`config.mk`:
```
export PLATFORM = sky130hd
export DESIGN_NAME = mem_port_arbiter_flat
export DESIGN_NICKNAME = d
export VERILOG_FILES = /design/src/rtl/mem_port_arbiter_if.sv /design/src/rtl/mem_port_arbiter.sv /design/src/flat_wrapper.sv
export SDC_FILE = /design/constraint.sdc
export NUM_CORES = 1
export LEC_CHECK = 0
export BUFFER_PORTS_ARGS = -buffer_cell sky130_fd_sc_hd__buf_2
export CORE_UTILIZATION = 38
export CTS_CLUSTER_DIAMETER = 60
export DETAILED_ROUTE_END_ITERATION = 10
export GPL_TIMING_DRIVEN = 0
export PLACE_DENSITY = 0.71
export SLEW_MARGIN = 20
export SYNTH_ARGS = -nofsm -noshare
export SYNTH_HDL_FRONTEND = slang
export SYNTH_SLANG_ARGS = --single-unit
```
`constraint.sdc`:
```
create_clock -name clk -period 1.4 [get_ports clk]
set_input_delay 0.14 -clock clk [delete_from_list [all_inputs] [get_ports clk]]
set_output_delay 0.14 -clock clk [all_outputs]
set_load 0.005 [all_outputs]
```
`src/rtl/mem_port_arbiter_if.sv`:
```
// mem_port_arbiter_if
//
// Bundles every signal between the memory port arbiter and the outside world:
// the instruction-fetch requester (if_*), the load/store requester (ls_*),
// the shared memory bus (mem_*) and the arbiter status (busy, owner).
//
// Modports:
//   master - the arbiter's view; it owns the memory bus and answers the requesters
//   slave  - the environment's view (requesters plus memory)
//
// Signals:
//   if_req, if_addr            fetch request and address
//   if_rdata, if_done, if_err  fetch result word, completion pulse, timeout pulse
//   ls_req, ls_we, ls_be,
//   ls_addr, ls_wdata          load/store request, direction, byte enables, address, data
//   ls_rdata, ls_done, ls_err  load result word, completion pulse, timeout pulse
//   mem_req, mem_we, mem_be,
//   mem_addr, mem_wdata        registered bus transaction
//   mem_ack, mem_rdata         memory completion and read data (same cycle)
//   busy                       transaction in flight or being reported
//   owner                      0 = IF, 1 = LS; owner of the current or last grant
interface mem_port_arbiter_if;
    logic        if_req;
    logic [31:0] if_addr;
    logic [31:0] if_rdata;
    logic        if_done;
    logic        if_err;

    logic        ls_req;
    logic        ls_we;
    logic [3:0]  ls_be;
    logic [31:0] ls_addr;
    logic [31:0] ls_wdata;
    logic [31:0] ls_rdata;
    logic        ls_done;
    logic        ls_err;

    logic        mem_req;
    logic        mem_we;
    logic [3:0]  mem_be;
    logic [31:0] mem_addr;
    logic [31:0] mem_wdata;
    logic        mem_ack;
    logic [31:0] mem_rdata;

    logic        busy;
    logic        owner;

    modport master (
        input  if_req, if_addr,
        input  ls_req, ls_we, ls_be, ls_addr, ls_wdata,
        input  mem_ack, mem_rdata,
        output if_rdata, if_done, if_err,
        output ls_rdata, ls_done, ls_err,
        output mem_req, mem_we, mem_be, mem_addr, mem_wdata,
        output busy, owner
    );

    modport slave (
        output if_req, if_addr,
        output ls_req, ls_we, ls_be, ls_addr, ls_wdata,
        output mem_ack, mem_rdata,
        input  if_rdata, if_done, if_err,
        input  ls_rdata, ls_done, ls_err,
        input  mem_req, mem_we, mem_be, mem_addr, mem_wdata,
        input  busy, owner
    );
endinterface

```
`src/rtl/mem_port_arbiter.sv`:
```
// mem_port_arbiter
//
// Shares the CPU's single memory port between instruction fetch (IF, read
// only) and the load/store path (LS, read/write with byte enables). One
// transaction is latched at grant time and held on the bus until the memory
// acknowledges it or it times out; the result goes back to the owning
// requester as a one-cycle done or err pulse.
//
// Parameters:
//   RR_MODE        0 = LS has fixed priority, 1 = round-robin on ties
//   TIMEOUT_CYCLES bus cycles without mem_ack before aborting (0 = never)
//   CNT_W          timeout counter width, TIMEOUT_CYCLES < 2**CNT_W
//
// Ports:
//   clk  clock
//   rst  synchronous, active-high reset; aborts any in-flight transaction
//   bus  mem_port_arbiter_if.master, requester, memory and status signals
module mem_port_arbiter #(
    parameter bit          RR_MODE        = 1'b0,
    parameter int unsigned TIMEOUT_CYCLES = 255,
    parameter int unsigned CNT_W          = 8
) (
    input  logic               clk,
    input  logic               rst,
    mem_port_arbiter_if.master bus
);

    typedef enum logic [1:0] {
        IDLE = 2'd0,
        BUSY = 2'd1,
        RESP = 2'd2
    } state_t;

    localparam logic OWN_IF = 1'b0;
    localparam logic OWN_LS = 1'b1;

    localparam bit               TIMEOUT_EN = (TIMEOUT_CYCLES != 0);
    localparam logic [CNT_W-1:0] CNT_LIMIT  = TIMEOUT_EN ? CNT_W'(TIMEOUT_CYCLES - 1) : '0;

    state_t      state_q, state_d;
    logic        owner_q, owner_d;
    logic [CNT_W-1:0] cnt_q, cnt_d;
    logic        mem_req_q, mem_req_d;
    logic        mem_we_q, mem_we_d;
    logic [3:0]  mem_be_q, mem_be_d;
    logic [31:0] mem_addr_q, mem_addr_d;
    logic [31:0] mem_wdata_q, mem_wdata_d;
    logic [31:0] if_rdata_q, if_rdata_d;
    logic [31:0] ls_rdata_q, ls_rdata_d;
    logic        if_done_q, if_done_d;
    logic        if_err_q, if_err_d;
    logic        ls_done_q, ls_done_d;
    logic        ls_err_q, ls_err_d;
    logic        busy_q, busy_d;
    logic        grant_ls;

    // Next-state and next-output logic. owner_q doubles as the round-robin
    // pointer: it names the previous grant, and resets to IF so that LS wins
    // the first tie.
    always_comb begin
        state_d     = state_q;
        owner_d     = owner_q;
        cnt_d       = cnt_q;
        mem_req_d   = mem_req_q;
        mem_we_d    = mem_we_q;
        mem_be_d    = mem_be_q;
        mem_addr_d  = mem_addr_q;
        mem_wdata_d = mem_wdata_q;
        if_rdata_d  = if_rdata_q;
        ls_rdata_d  = ls_rdata_q;
        if_done_d   = 1'b0;
        if_err_d    = 1'b0;
        ls_done_d   = 1'b0;
        ls_err_d    = 1'b0;
        busy_d      = busy_q;
        grant_ls    = 1'b0;

        case (state_q)
            IDLE: begin
                // LS takes a tie unless round-robin says LS had the last grant.
                grant_ls = bus.ls_req &&
                           (!bus.if_req || (RR_MODE == 1'b0) || (owner_q == OWN_IF));
                if (bus.if_req || bus.ls_req) begin
                    owner_d   = grant_ls ? OWN_LS : OWN_IF;
                    mem_req_d = 1'b1;
                    cnt_d     = '0;
                    busy_d    = 1'b1;
                    state_d   = BUSY;
                    if (grant_ls) begin
                        mem_we_d    = bus.ls_we;
                        mem_be_d    = bus.ls_be;
                        mem_addr_d  = bus.ls_addr;
                        mem_wdata_d = bus.ls_wdata;
                    end else begin
                        mem_we_d    = 1'b0;
                        mem_be_d    = 4'hF;
                        mem_addr_d  = bus.if_addr;
                        mem_wdata_d = 32'h0;
                    end
                end
            end

            BUSY: begin
                // An ack in the same cycle as the timeout limit still completes.
                if (bus.mem_ack) begin
                    if (!mem_we_q) begin
                        if (owner_q == OWN_LS) begin
                            ls_rdata_d = bus.mem_rdata;
                        end else begin
                            if_rdata_d = bus.mem_rdata;
                        end
                    end
                    if (owner_q == OWN_LS) begin
                        ls_done_d = 1'b1;
                    end else begin
                        if_done_d = 1'b1;
                    end
                    mem_req_d = 1'b0;
                    state_d   = RESP;
                end else if (TIMEOUT_EN && (cnt_q == CNT_LIMIT)) begin
                    if (owner_q == OWN_LS) begin
                        ls_err_d = 1'b1;
                    end else begin
                        if_err_d = 1'b1;
                    end
                    mem_req_d = 1'b0;
                    state_d   = RESP;
                end else begin
                    cnt_d = cnt_q + 1'b1;
                end
            end

            RESP: begin
                busy_d  = 1'b0;
                state_d = IDLE;
            end

            default: begin
                state_d = IDLE;
            end
        endcase
    end

    // All state and outputs are registered here; reset drops everything to zero.
    always_ff @(posedge clk) begin
        if (rst) begin
            state_q     <= IDLE;
            owner_q     <= OWN_IF;
            cnt_q       <= '0;
            mem_req_q   <= 1'b0;
            mem_we_q    <= 1'b0;
            mem_be_q    <= 4'h0;
            mem_addr_q  <= 32'h0;
            mem_wdata_q <= 32'h0;
            if_rdata_q  <= 32'h0;
            ls_rdata_q  <= 32'h0;
            if_done_q   <= 1'b0;
            if_err_q    <= 1'b0;
            ls_done_q   <= 1'b0;
            ls_err_q    <= 1'b0;
            busy_q      <= 1'b0;
        end else begin
            state_q     <= state_d;
            owner_q     <= owner_d;
            cnt_q       <= cnt_d;
            mem_req_q   <= mem_req_d;
            mem_we_q    <= mem_we_d;
            mem_be_q    <= mem_be_d;
            mem_addr_q  <= mem_addr_d;
            mem_wdata_q <= mem_wdata_d;
            if_rdata_q  <= if_rdata_d;
            ls_rdata_q  <= ls_rdata_d;
            if_done_q   <= if_done_d;
            if_err_q    <= if_err_d;
            ls_done_q   <= ls_done_d;
            ls_err_q    <= ls_err_d;
            busy_q      <= busy_d;
        end
    end

    assign bus.mem_req   = mem_req_q;
    assign bus.mem_we    = mem_we_q;
    assign bus.mem_be    = mem_be_q;
    assign bus.mem_addr  = mem_addr_q;
    assign bus.mem_wdata = mem_wdata_q;
    assign bus.if_rdata  = if_rdata_q;
    assign bus.ls_rdata  = ls_rdata_q;
    assign bus.if_done   = if_done_q;
    assign bus.if_err    = if_err_q;
    assign bus.ls_done   = ls_done_q;
    assign bus.ls_err    = ls_err_q;
    assign bus.busy      = busy_q;
    assign bus.owner     = owner_q;

endmodule

```
`src/flat_wrapper.sv`:
```
// flat-port wrapper written by rule: the top's interface ports become plain ports
module mem_port_arbiter_flat 
#(
    parameter bit          RR_MODE        = 1'b0,
    parameter int unsigned TIMEOUT_CYCLES = 255,
    parameter int unsigned CNT_W          = 8
)
  (clk, rst, bus_if_req, bus_if_addr, bus_ls_req, bus_ls_we, bus_ls_be, bus_ls_addr, bus_ls_wdata, bus_mem_ack, bus_mem_rdata, bus_if_rdata, bus_if_done, bus_if_err, bus_ls_rdata, bus_ls_done, bus_ls_err, bus_mem_req, bus_mem_we, bus_mem_be, bus_mem_addr, bus_mem_wdata, bus_busy, bus_owner);
  mem_port_arbiter_if bus_i ();
  input  logic clk;
  input  logic rst;
  input wire logic [$bits(bus_i.if_req)-1:0] bus_if_req;
  input wire logic [$bits(bus_i.if_addr)-1:0] bus_if_addr;
  input wire logic [$bits(bus_i.ls_req)-1:0] bus_ls_req;
  input wire logic [$bits(bus_i.ls_we)-1:0] bus_ls_we;
  input wire logic [$bits(bus_i.ls_be)-1:0] bus_ls_be;
  input wire logic [$bits(bus_i.ls_addr)-1:0] bus_ls_addr;
  input wire logic [$bits(bus_i.ls_wdata)-1:0] bus_ls_wdata;
  input wire logic [$bits(bus_i.mem_ack)-1:0] bus_mem_ack;
  input wire logic [$bits(bus_i.mem_rdata)-1:0] bus_mem_rdata;
  output wire logic [$bits(bus_i.if_rdata)-1:0] bus_if_rdata;
  output wire logic [$bits(bus_i.if_done)-1:0] bus_if_done;
  output wire logic [$bits(bus_i.if_err)-1:0] bus_if_err;
  output wire logic [$bits(bus_i.ls_rdata)-1:0] bus_ls_rdata;
  output wire logic [$bits(bus_i.ls_done)-1:0] bus_ls_done;
  output wire logic [$bits(bus_i.ls_err)-1:0] bus_ls_err;
  output wire logic [$bits(bus_i.mem_req)-1:0] bus_mem_req;
  output wire logic [$bits(bus_i.mem_we)-1:0] bus_mem_we;
  output wire logic [$bits(bus_i.mem_be)-1:0] bus_mem_be;
  output wire logic [$bits(bus_i.mem_addr)-1:0] bus_mem_addr;
  output wire logic [$bits(bus_i.mem_wdata)-1:0] bus_mem_wdata;
  output wire logic [$bits(bus_i.busy)-1:0] bus_busy;
  output wire logic [$bits(bus_i.owner)-1:0] bus_owner;
  assign bus_i.if_req = bus_if_req;
  assign bus_i.if_addr = bus_if_addr;
  assign bus_i.ls_req = bus_ls_req;
  assign bus_i.ls_we = bus_ls_we;
  assign bus_i.ls_be = bus_ls_be;
  assign bus_i.ls_addr = bus_ls_addr;
  assign bus_i.ls_wdata = bus_ls_wdata;
  assign bus_i.mem_ack = bus_mem_ack;
  assign bus_i.mem_rdata = bus_mem_rdata;
  assign bus_if_rdata = bus_i.if_rdata;
  assign bus_if_done = bus_i.if_done;
  assign bus_if_err = bus_i.if_err;
  assign bus_ls_rdata = bus_i.ls_rdata;
  assign bus_ls_done = bus_i.ls_done;
  assign bus_ls_err = bus_i.ls_err;
  assign bus_mem_req = bus_i.mem_req;
  assign bus_mem_we = bus_i.mem_we;
  assign bus_mem_be = bus_i.mem_be;
  assign bus_mem_addr = bus_i.mem_addr;
  assign bus_mem_wdata = bus_i.mem_wdata;
  assign bus_busy = bus_i.busy;
  assign bus_owner = bus_i.owner;
  mem_port_arbiter #(.RR_MODE(RR_MODE), .TIMEOUT_CYCLES(TIMEOUT_CYCLES), .CNT_W(CNT_W)) u_core (.clk(clk), .rst(rst), .bus(bus_i));
endmodule
```
==> summary.txt, run 1 <==
Run status
  – Status: finished, violations left
  – Failing checks: negative setup slack

Clock tree
  – Clock transition at path regs: 0.06 ns
  – Clk sinks: 150
  – Clock Latency Late Sink: 0.42 ns
  – Total CTS buffers: 17
  – CTS H-Tree Depth: 4
  – CTS Root Cell: clkbuf_16
  – CTS Buffer Depth: 2
  – CTS tree: built

Yosys
  – Syn. warnings: 0
  – Sequential area share after synthesis: 0.537
  – Most used DFF post-synth: dfxtp_1
  – Synth top cells by count: dfxtp_1, nand2_1, nor2_1
  – Synth unique cells: 37
  – Post-synthesis async set-or-reset flop share: 0
  – Syn nets: 779
  – Top-count cell post-synth: dfxtp_1
  – Syn Inst Count: 639
  – Synth top area cells: dfxtp_1, nand2_1, a21oi_1, mux2i_1, nor2_1
  – Synth Cell Area: 5600 sq um
  – Post-synth EDFFs: 0
  – Syn avg cell area: 8.76 sq um
  – Yosys top cell area share: 0.537
  – #FFs+latches synth: 150
  – Largest area contributor in the netlist: dfxtp_1

Timing
  – Final worst-path cycle share: 1.09
  – Setup violations, final: 88
  – Final Max Slew Viols: 0
  – Final setup TNS: -4.83 ns
  – Setup WS post-layout: -0.131 ns
  – Post-layout min period: 1.53 ns
  – Clock skew: 0.0128 ns
  – Slew margin rel.: 0.541
  – Maximum clock rate: 0.653 GHz
  – RSZ-0062 raised after global routing: yes
  – Final hold violations: 0
  – Worst-Margin Slew: 0.688 ns

Setup path
  – Critical path class: flip-flop to flip-flop
  – Worst Setup Start Kind: flip-flop
  – CP endpoint kind: flip-flop
  – Critical Path RT: 1.69 ns
  – Worst r2r src: u_core.state_q[1]
  – CP arrival: 1.82 ns
  – CP Max Fanout: 10
  – Worst-case reg-to-reg path depth: 5
  – Worst Setup SP: u_core.state_q[1]

Floorplan
  – Num ports: 278
  – Chip height: 123 um
  – Die area: 15200 sq um
  – Initial Util: 0.396
  – Std-Cell Rows: 43
  – CORE AREA: 14100 sq um
  – Die Wd: 123 um

Final layout
  – Final core occ: 0.668
  – Filler cells: 1097
  – Layout cell share with drive strength beyond 1: 0.446
  – Final Non-Filler Cells: 1219
  – Layout area overhead: 68.9%
  – Antenna cells: 0
  – Nets: 1168

Global route
  – Largest net degree at the start of global routing: 17
  – Vias in the first global route: 5632
  – Number of antenna violations at the first check in global routing: 0
  – First-pass GRT wire length: 28400 um
  – Total global routing overflow: 0
  – GRT Util Overall: 0.248

Detailed routing
  – Drt pass-1 iters: 4
  – Initial DRC Count: 337
  – DR WL/cell: 17.5 um
  – Final antenna-violating net count: 0
  – Via/cell ratio: 5.13
  – Remaining DRCs: 0
  – WL final: 21300 um
  – Via count: 6259

Power
  – Pwr Density: 1160 nW/um^2
  – Leak: 4.31 nW
  – Max VDD drop: 1.02 mV

Worst hold path
  – Cell count of the worst hold path: 3
  – Worst hold path class: input pin to flip-flop
  – Min-delay src: bus_if_addr[24]

Placement
  – DP Wirelength: 13200 um
  – Placer Congestion: 0.814
  – Port Buffers: 275
  – Placed Cells: 1094

Job
  – Number of max-cap violations: 0
[metal layers]
metal	share of wire	wire [um]	track usage	vias to the layer above
li1	-	-	-	2987
met1	0.38	8050	0.275	2905
met2	0.51	11000	0.444	306
met3	0.072	1530	0.0715	61
met4	0.036	765	0.0994	0
met5	0	0	0	-
[sequential cells by signal, summed over array words and instances (netlist names)]
register,cells
u_core.bus.ls_rdata,32
u_core.bus.mem_we,1
u_core.bus.if_rdata,32
u_core.bus.mem_addr,32
u_core.bus.mem_wdata,32
u_core.bus.mem_be,4
u_core.bus.if_done,1
u_core.bus.if_err,1
u_core.cnt_q,8
u_core.bus.owner,1
u_core.bus.ls_err,1
u_core.bus.ls_done,1
u_core.bus.busy,1
u_core.state_q,2
u_core.bus.mem_req,1
[worst max-delay path, cell delays in order (launching register included)]
cell,delay (ns)
dfxtp_4,0.36
nand2b_4,0.16
or4b_4,0.56
buf_6,0.18
nand2_1,0.07
a21oi_1,0.07
[power breakdown]
group,internal (mW),switching [mW],total [mW]
registers,4.52,0.159,4.67
clock network,2.57,1.76,4.33
logic,1.02,0.973,2.00
total,8.11,2.89,11.0
[layout by cell type (no fill, tap or decap), types with 2 or more instances in the layout]
cell	instances
nand2_2	7
o21a_1	3
nand3_1	6
a211oi_1	29
o21ai_0	3
dfxtp_1	141
inv_1	2
or2_1	2
a211oi_2	3
dfxtp_4	5
nor2_1	77
clkbuf_8	4
buf_6	19
buf_8	11
a21oi_1	56
a21oi_2	19
o22ai_1	4
a22oi_2	33
mux2i_1	32
dfxtp_2	4
buf_2	279
dlygate4sd3_1	69
nand2_4	12
nor3_1	3
nand2_1	115
a31oi_1	4
clkbuf_16	23
buf_4	20
clkinvlp_4	2
o21ai_4	2
clkinv_2	2
a41oi_1	2
clkbuf_1	19
[cell families (layout without fill, tap and decap cells)]
kind of cell / count (synthesis) / in the layout / share of synthesized area
buffers and inverters: 55 / 455 / 0.0456
adder cells (fa/ha/maj): 2 / 2 / 0.00447
flip-flops: 150 / 150 / 0.537
AND/OR/NAND/NOR: 240 / 240 / 0.178
multiplexers: 32 / 32 / 0.0572
AO/OA/AOI/OAI: 160 / 160 / 0.178
[area by class of cell]
class / count / area [sq um] / area share
flip-flops and latches: 150 / 3030 / 0.320
multi-input cells: 434 / 2790 / 0.295
repair buffers: 374 / 2430 / 0.257
clock buffers: 23 / 478 / 0.0505
plain buffers: 48 / 414 / 0.0438
well taps: 180 / 225 / 0.0238
clock inverters: 7 / 72.6 / 0.00768
inverters: 3 / 13.8 / 0.00146
[timing repair]
| action | 4_1_cts | 5_1_grt |
|---|---|---|
| setup buffers | 7 | 12 |
| endpoints found under the setup margin | 143 | 143 |
| gates resized for setup | 46 | 177 |
| pin swaps | 6 | 85 |
| cloned | 1 | 10 |
| hold buffers | 69 | 0 |
| hold endpoints to repair | 100 | 0 |
[path summary, 6_finish.rpt]
kind / endpoint / slack, ns
max: u_core.bus.if_rdata[5] / -0.13
min reg2reg: u_core.cnt_q[6] / 0.45
min: u_core.bus.mem_addr[24] / 0.06
max reg2reg: u_core.bus.if_rdata[5] / -0.13
[metrics by stage]
stage,hold WS [ns],total power [mW],cell area (sq um),setup WS [ns]
floorplan,0.276,5.42,5600,-0.0854
global placement,0.371,6.07,7210,-0.425
detailed placement,0.382,6.10,7210,-0.450
CTS,0.0477,10.6,8600,-0.159
global route,0.0675,11.4,9460,-0.184
finish,0.0593,11.0,9460,-0.131
No activity file was read; power rests on OpenSTA's default activity.
==> run 2, diff against run 1 <==
- SKIP_CTS_REPAIR_TIMING: not set -> 1
==> summary.txt, run 2 (synthesis results as in run 1) <==
Placement
  – Worst slack, placed: -0.450 ns (unchanged)
  – Port Buffers: 275 (unchanged)
  – Placer Congestion: 0.814 (unchanged)
  – DP Wirelength: 13200 um (unchanged)

Global route
  – Number of antenna violations at the first check in global routing: 0 (unchanged)
  – Vias in the first global route: 4912 (-13%)
  – First-pass GRT wire length: 25400 um (-11%)
  – GRT Util Overall: 0.223 (-0.0251)
  – Largest net degree at the start of global routing: 17 (unchanged)
  – Total global routing overflow: 0 (unchanged)

Timing
  – Final worst-path cycle share: 1.11 (+0.0165)
  – Worst-Margin Slew: 0.649 ns (-0.0387 ns)
  – Maximum clock rate: 0.643 GHz (-1.5%)
  – Slew margin rel.: 0.567 (+0.0258)
  – RSZ-0062 raised after global routing: yes
  – Setup WS post-layout: -0.154 ns (-0.0230 ns)
  – Clock skew: 0.00603 ns (-0.00677 ns)
  – Final setup TNS: -5.49 ns (-0.663 ns)
  – Setup violations, final: 60 (-32%)
  – Final Max Slew Viols: 0 (unchanged)
  – Hold slack: -0.0462 ns (-0.106 ns)
  – Post-layout min period: 1.55 ns (+0.0230 ns)
  – Final hold violations: 6 (+6)

Setup path
  – Critical path class: flip-flop to flip-flop
  – Worst path cell trace: nand2b_4 > or4b_4 > buf_6 > nand2_1 > a21oi_1
  – Worst r2r src: u_core.state_q[1]
  – Worst Setup Start Kind: flip-flop
  – CP endpoint kind: flip-flop
  – CP Max Fanout: 10 (unchanged)
  – Critical Path RT: 1.69 ns (about the same)
  – CP arrival: 1.84 ns (+0.02 ns)
  – R2r setup slk: -0.15 ns (-0.02 ns)
  – Largest stage delay, worst path: 0.58 ns (+0.02 ns)
  – Worst-case reg-to-reg path depth: 5 (unchanged)
  – Critical Path Slowest Stage Cell: or4b_4
  – R2r endpoint: u_core.bus.if_rdata[5]

Detailed routing
  – WL final: 19300 um (-9.4%)
  – Via count: 6018 (-3.9%)
  – Initial DRC Count: 268 (-20%)
  – DR WL/cell: 16.0 um (-8.3%)
  – Drt pass-1 iters: 5 (+1)
  – Final antenna-violating net count: 0 (unchanged)
  – Via/cell ratio: 5.00 (-2.7%)
  – Remaining DRCs: 0 (unchanged)

Job
  – Number of max-cap violations: 0 (unchanged)

Clock tree
  – Total CTS buffers: 17 (unchanged)
  – CTS tree: built
  – CTS Buffer Depth: 2 (unchanged)
  – Clock transition at path regs: 0.06 ns (about the same)
  – Clk sinks: 150 (unchanged)
  – Clock Latency Late Sink: 0.42 ns (about the same)
  – CTS H-Tree Depth: 4 (unchanged)
  – CTS Root Cell: clkbuf_16

Floorplan
  – Chip height: 123 um (unchanged)
  – Die Wd: 123 um (unchanged)
  – CORE AREA: 14100 sq um (unchanged)
  – Die area: 15200 sq um (unchanged)
  – Std-Cell Rows: 43 (unchanged)
  – Num ports: 278 (unchanged)
  – Initial Util: 0.396 (unchanged)

Run status
  – Status: finished, violations left
  – Failing checks: negative hold slack, negative setup slack

Final layout
  – Most frequent cells in the layout: buf_2, dfxtp_1, nand2_1, nor2_1, a21oi_1
  – Layout area overhead: 58.0%
  – Nets: 1153 (-1.3%)
  – Antenna cells: 0 (unchanged)
  – Area of the multi-input gates: 2520 sq um (-9.9%)
  – Layout cell share with drive strength beyond 1: 0.393 (-0.0530)
  – Commonest non-fill, non-tap cell in the layout: buf_2
  – Filler cells: 1197 (+9.1%)
  – Register area: 3030 sq um (about the same)

Power
  – Leak: 4.10 nW (-4.9%)
  – Pwr Density: 1200 nW/um^2 (+3.1%)
  – Max VDD drop: 0.966 mV (-5.5%)

Worst hold path
  – Cell count of the worst hold path: 3 (unchanged)
  – Worst hold path class: input pin to flip-flop
  – Hold Path End: u_core.bus.mem_wdata[29]
  – Min-delay src: bus_ls_wdata[29]
==> run 2: changes by cell type in the layout (fill, tap and decap cells not counted), moves of 5 or more <==
cell           change
a21oi_1            +7
a21oi_2            -7
a22oi_1           +32
a22oi_2           -32
buf_4              +5
buf_8              -8
clkbuf_16          -6
dlygate4sd3_1      -7
nand2_1           +10
nand2_4            -7
==> run 2: metal layers <==
metal / vias up / global-route usage / wire, um
met2: 271 / 0.382 / 9610
met3: 38 / 0.0803 / 1370
met1: 2758 / 0.253 / 7780
li1: 2951 / - / -
met5: - / 0 / 0
met4: 0 / 0.0858 / 554
==> run 2: metrics by stage <==
stage / std cells / hold WS (ns) / util / area [sq um] / power [mW]
final: 1204 / -0.0462 / 0.625 / 8840 / 10.6
after global routing: 1204 / -0.0000888 / 0.625 / 8840 / 11.0
after CTS: 1124 / -0.0612 / 0.548 / 7760 / 10.4
after detailed placement: 1094 / 0.382 / 0.509 / 7210 / 6.10
after global placement: 1094 / 0.371 / 0.509 / 7210 / 6.07
after floorplan: 639 / 0.276 / - / 5600 / 5.42
==> run 2: how the worst max path moves through the flow <==
stage,endpoint,slack [ns],start
2_1_floorplan,u_core.bus.if_rdata[10],-0.09,u_core.state_q[1]
6_report,u_core.bus.if_rdata[5],-0.15,u_core.state_q[1]
5_1_grt,u_core.bus.if_rdata[29],-0.21,u_core.state_q[1]
4_1_cts,u_core.cnt_q[5],-0.39,u_core.state_q[0]
3_5_place_dp,u_core.bus.ls_rdata[24],-0.45,rst
3_3_place_gp,u_core.bus.if_rdata[22],-0.43,rst
==> run 2: area by class of cell <==
| type | instances | share of cell area |
|---|---|---|
| flip-flops and latches | 150 | 0.342 |
| clock buffers | 23 | 0.0541 |
| plain buffers | 49 | 0.0389 |
| inverters | 3 | 0.00127 |
| multi-input cells | 434 | 0.285 |
| repair buffers | 358 | 0.245 |
| clock inverters | 7 | 0.00821 |
| well taps | 180 | 0.0255 |
==> run 2: worst max-delay path, delay by kind of cell, from the launching register on <==
family,cells,cell delay [ns]
AOI/OAI and AO/OA,1,0.06
buffers and inverters,1,0.18
DFF,1,0.37
and+or+nand+nor,3,0.82
==> run 2: power breakdown <==
group	internal, mW	total [mW]	switching (mW)	leakage (nW)
clock network	2.57	4.31	1.74	0.266
registers	4.51	4.65	0.137	1.23
logic	0.805	1.65	0.840	2.61
total	7.89	10.6	2.72	4.10
